### config.mk
export PLATFORM = sky130hd
export DESIGN_NAME = main_fsm
export DESIGN_NICKNAME = d
export VERILOG_FILES = /design/src/rtl/main_fsm_pkg.sv /design/src/rtl/main_fsm.sv
export SDC_FILE = /design/constraint.sdc
export NUM_CORES = 1
export LEC_CHECK = 0
export ABC_AREA = 1
export CORE_AREA = 5 5 42 44
export DETAILED_ROUTE_END_ITERATION = 16
export DIE_AREA = 0 0 47 49
export GPL_TIMING_DRIVEN = 0
export HOLD_SLACK_MARGIN = 0.02
export MAX_ROUTING_LAYER = met4
export PLACE_DENSITY = 0.36
export SLEW_MARGIN = 20
export SYNTH_ARGS = -nofsm -noshare
export SYNTH_HDL_FRONTEND = slang
export SYNTH_SLANG_ARGS = --single-unit
### constraint.sdc
create_clock -name clock -period 1.9 [get_ports clock]
set_input_delay 0.19 -clock clock [delete_from_list [all_inputs] [get_ports clock]]
set_output_delay 0.19 -clock clock [all_outputs]
set_load 0.01 [all_outputs]
### src/rtl/main_fsm_pkg.sv
// Shared types and encodings for the four-phase main sequencer.
// The state enum is encoded one-hot so the register value equals the phase output.
package main_fsm_pkg;

  localparam logic [3:0] Y_S0 = 4'b0001;
  localparam logic [3:0] Y_S1 = 4'b0010;
  localparam logic [3:0] Y_S2 = 4'b0100;
  localparam logic [3:0] Y_S3 = 4'b1000;

  typedef enum logic [3:0] {
    S0 = Y_S0,
    S1 = Y_S1,
    S2 = Y_S2,
    S3 = Y_S3
  } state_t;

  // Any non-one-hot register value decodes as phase S0.
  function automatic logic [3:0] state_to_y(state_t s);
    logic [3:0] v;
    case (s)
      S0:      v = Y_S0;
      S1:      v = Y_S1;
      S2:      v = Y_S2;
      S3:      v = Y_S3;
      default: v = Y_S0;
    endcase
    return v;
  endfunction

endpackage

### src/rtl/main_fsm.sv
// Four-state Moore sequencer S0->S1->S2->S3->S0; each forward step gated by its own input.
// Output y is the registered one-hot phase; illegal register values recover to S0 in one cycle.
module main_fsm
  import main_fsm_pkg::*;
(
  input  logic       clock,
  input  logic       reset,
  input  logic       i0,
  input  logic       i1,
  input  logic       i2,
  output logic [3:0] y
);

  state_t r_state;
  state_t w_next_state;

  always_ff @(posedge clock) begin
    if (!reset) begin
      r_state <= S0;
    end else begin
      r_state <= w_next_state;
    end
  end

  always_comb begin
    w_next_state = S0;
    case (r_state)
      S0:      w_next_state = i0 ? S1 : S0;
      S1:      w_next_state = i1 ? S2 : S1;
      S2:      w_next_state = i2 ? S3 : S2;
      S3:      w_next_state = S0;
      default: w_next_state = S0;
    endcase
  end

  assign y = state_to_y(r_state);

  a_y_onehot: assert property (@(posedge clock) disable iff (!reset) $onehot(y));
  a_s3_wraps: assert property (@(posedge clock) disable iff (!reset)
                               (r_state == S3) |=> (r_state == S0));

endmodule

* Word level (Yosys, flattened, before mapping) *
Index checks and enable logic that the tools add are counted.

cells by class
  eq/ne operators = 4
  mux-type cells = 5

operator list
  operator                                                                number
  4-bit case mux with 3 select lines                                      2
  4-bit by 1-bit equality test with 1-bit output (second input constant)  1
  4-bit by 2-bit equality test with 1-bit output (second input constant)  1
  4-bit by 3-bit equality test with 1-bit output (second input constant)  1
  4-bit equality test (second input constant)                             1
  4-bit 2-to-1 mux                                                        1
  3-bit 2-to-1 mux                                                        1
  2-bit 2-to-1 mux                                                        1

word-level totals
  bits in registers = 4
  input port bits = 5

* Depth between registers and ports, before layout *
  depth in word-level cells = 2
  depth in mapped cells = 5
  gate-level depth less buffers = 5

* Worst setup path before layout *
No wires, ideal clock.

  path type = register -> output
  start = register r_state[0]
  end = output port y[0]
  arrival time = 0.813 ns
  slack = 0.897 ns
  stages on the path, launching flop included = 5
  buffers on the path = 0
  cell sequence = dfxtp_1 nor2_2 nand2_1 nor2_1 nor2_1

on the way
  word-level cells in the longest chain between the ends = 2

RTL lines
  item                                               line                source
  start: declaration                                 main_fsm.sv:14      state_t r_state;
  start signal: assignment                           main_fsm.sv:21      r_state <= w_next_state;
  4-bit equality test, or another cell as far along  main_fsm_pkg.sv:20  case (s)
  4-bit case mux with 3 select lines (*)             main_fsm_pkg.sv:20
  end: declaration                                   main_fsm.sv:11      output logic [3:0] y

Mark *: on every way between the ends. The rest lies on a longest branch, timed or not.

* Worst setup path after layout *
  start = register r_state[2]
  end = output port y[1]

The elaborated chain is that of the path after synthesis.

==> metrics.cfg <==
[worst_setup_path]
slowest_delay_ns=0.52
arrival_ns=1.49
cp.buffers_inverters=2
critPathLaunchType=register
critPathMaxFanout=6
worstSetupPathType=reg2out
endpoint_kind=output pin
cp_top_family=buffers and inverters
critPathSlowestCell=clkdlybuf4s50_1
crit_required_ns=1.71
crit_path_cell_trace=nor2_2, nand2_1, inv_1, clkdlybuf4s50_1

[grt]
grt_usage_pct=6.06
grt_use_met3_pct=5.54
grt_max_degree=7
grt.overflow.total=0
grt_pass1_vias=221
grt_pass1_wl_um=876
met2_usage_pct=8.37
antenna_found_initial=0
top_usage_layer=met2
grtUsageMet1_pct=5.05

[power_and_ir_drop]
p_per_area_mw_per_mm2=695
vdd_drop_max_mv=0.267
power_frac_comb_pct=16.5
p_switching_mw=0.0545
p_leak_nw=0.158
share_seq_of_total_power_pct=40.1
p_int_mw=0.180
swShare_pct=23.2
clkPwrFrac_pct=43.4

[final_layout]
largest_reg_flops=4
drive_gt1_share_pct=16.3
n_antenna_cell=0
reg_top3=r_state: 4 flops
final_util_pct=24.1
fin_nets=50
regMostFlops=r_state
fillers=169
syn_to_final_growth_pct=57.0

[placement]
placement.io_buffers=8
gp_congestion=0.702
post-place-ws_ns=0.452
dp_hpwl_um=434

[logic_synthesis]
synth_area_um2=215
synth_xor_area_share_pct=0
synth-compound-area-share_pct=4.65
synthCells=32
synth_nets=37
synthMuxAreaShare_pct=0
avgSynthCellArea_um2=6.73
synth_flop_cell=dfxtp_1
synth_top_family_by_area=simple AND/OR/NAND/NOR gates
synth_top_area_share_pct=37.2
ys_ff_latch=4
yosysTopAreaCell=dfxtp_1
synthTopCellsByArea=dfxtp_1, inv_1, nand3_1
async_reset_ff_share_pct=0
synth_edf_count=0
synth_common_cells=inv_1, nand3_1, dfxtp_1, nand2_1, nor2_2
synth_cell_types=10
synth.most_common_cell=inv_1
yosys.area_share.simple_pct=45.9
yosys_warnings=0
synthAdderAreaFrac_pct=0
yosysSeqAreaShare_pct=37.2

[sta]
timing.final.hold_violations=0
setup_violations=0
period_share_pct=88.2
rsz0062_at_grt=false
slew_headroom_pct=85.1
fmax_mhz=596
tns_ns=0
worst_pin_slew_ns=0.223
finalMaxSlewViolations=0
clock_skew_ns=0.000705
setup_slack_ns=0.223
hold_slack_ns=0.507
period_minus_slack_ns=1.68

[drt]
viasPerCell=3.97
first_pass_iters=4
drcViolationCount=0
vias=234
finalWirelength_um=496
wl_per_cell_um=8.41
drtIter0Drc=5
drtAntennaViolNets=0

[clock_network]
cts_buffers=3
cts_resized=0
clkTransAtPathRegs_ns=0.03
clockBufferDepth=2
clk_latency_ns=0.23
root_buffer=clkbuf_4
cts_setup_buffers=0
htreeDepth=1
clock_sinks=4
cts_hold_buf=0
cts_tree=done

[hold_path]
min-delay-path-class=in2reg

[floorplan]
ios=9
start_util_pct=15.4
fp-row-count=14
dieArea_mm2=0.00230
fp.coreArea_mm2=0.00140
die_w_um=47
die_h_um=49

[outcome]
outcome=completed

[run]
max_cap_viol_count=0

[final timing paths]
check	start	to	slack [ns]	cells past startpoint
setup / recovery	r_state[2]	y[1]	0.22	4
hold / removal	reset	r_state[0]	0.51	2
setup reg to reg	r_state[2]	r_state[0]	0.94	4
hold reg to reg	r_state[2]	r_state[2]	0.52	2
[metrics by stage]
step	cell area (um^2)	cells	total power, mW
floorplan	215	32	0.117
CTS	338	59	0.242
global route	338	59	0.260
finish	338	59	0.235
detailed placement	315	56	0.135
global placement	315	56	0.134
[layout make-up]
| cell class | count | area [um^2] | share of cell area (%) |
|---|---|---|---|
| clock buffer | 3 | 22.5 | 6.67 |
| sequential | 4 | 80.1 | 23.7 |
| timing repair buffer | 8 | 80.1 | 23.7 |
| tap | 16 | 20.0 | 5.93 |
| inverter | 7 | 26.3 | 7.78 |
| multi-input combinational | 21 | 109 | 32.2 |
[per-layer routing]
metal  share of wire [%]  vias to the layer above
met5                   0                        -
met4                 3.4                        0
met3                  12                        4
met2                  50                        8
met1                  35                       99
li1                    -                      123
[power groups by stage]
stage                     logic [mW]  clock network [mW]  registers [mW]
after global placement        0.0392                   0          0.0952
after floorplan               0.0226                   0          0.0949
after CTS                     0.0399               0.108          0.0941
after detailed placement      0.0397                   0          0.0954
final                         0.0387               0.102          0.0941
after global routing          0.0449               0.120          0.0948
[layout by cell type (no fill, tap or decap), drive strengths merged]
master         Yosys  final
clkdlybuf4s50      0      8
inv                7      7
nor2               6      6
nand3              5      5
nand2              4      4
dfxtp              4      4
clkbuf             0      3
nand3b             2      2
a21oi              2      2
nor3               1      1
nand4              1      1
[cell families after synthesis]
| logic type | Yosys count |
|---|---|
| compound gates | 2 |
| buf+inv | 7 |
| simple gates | 19 |
| flops | 4 |
Note: power is estimated with default switching activity, not from simulation.
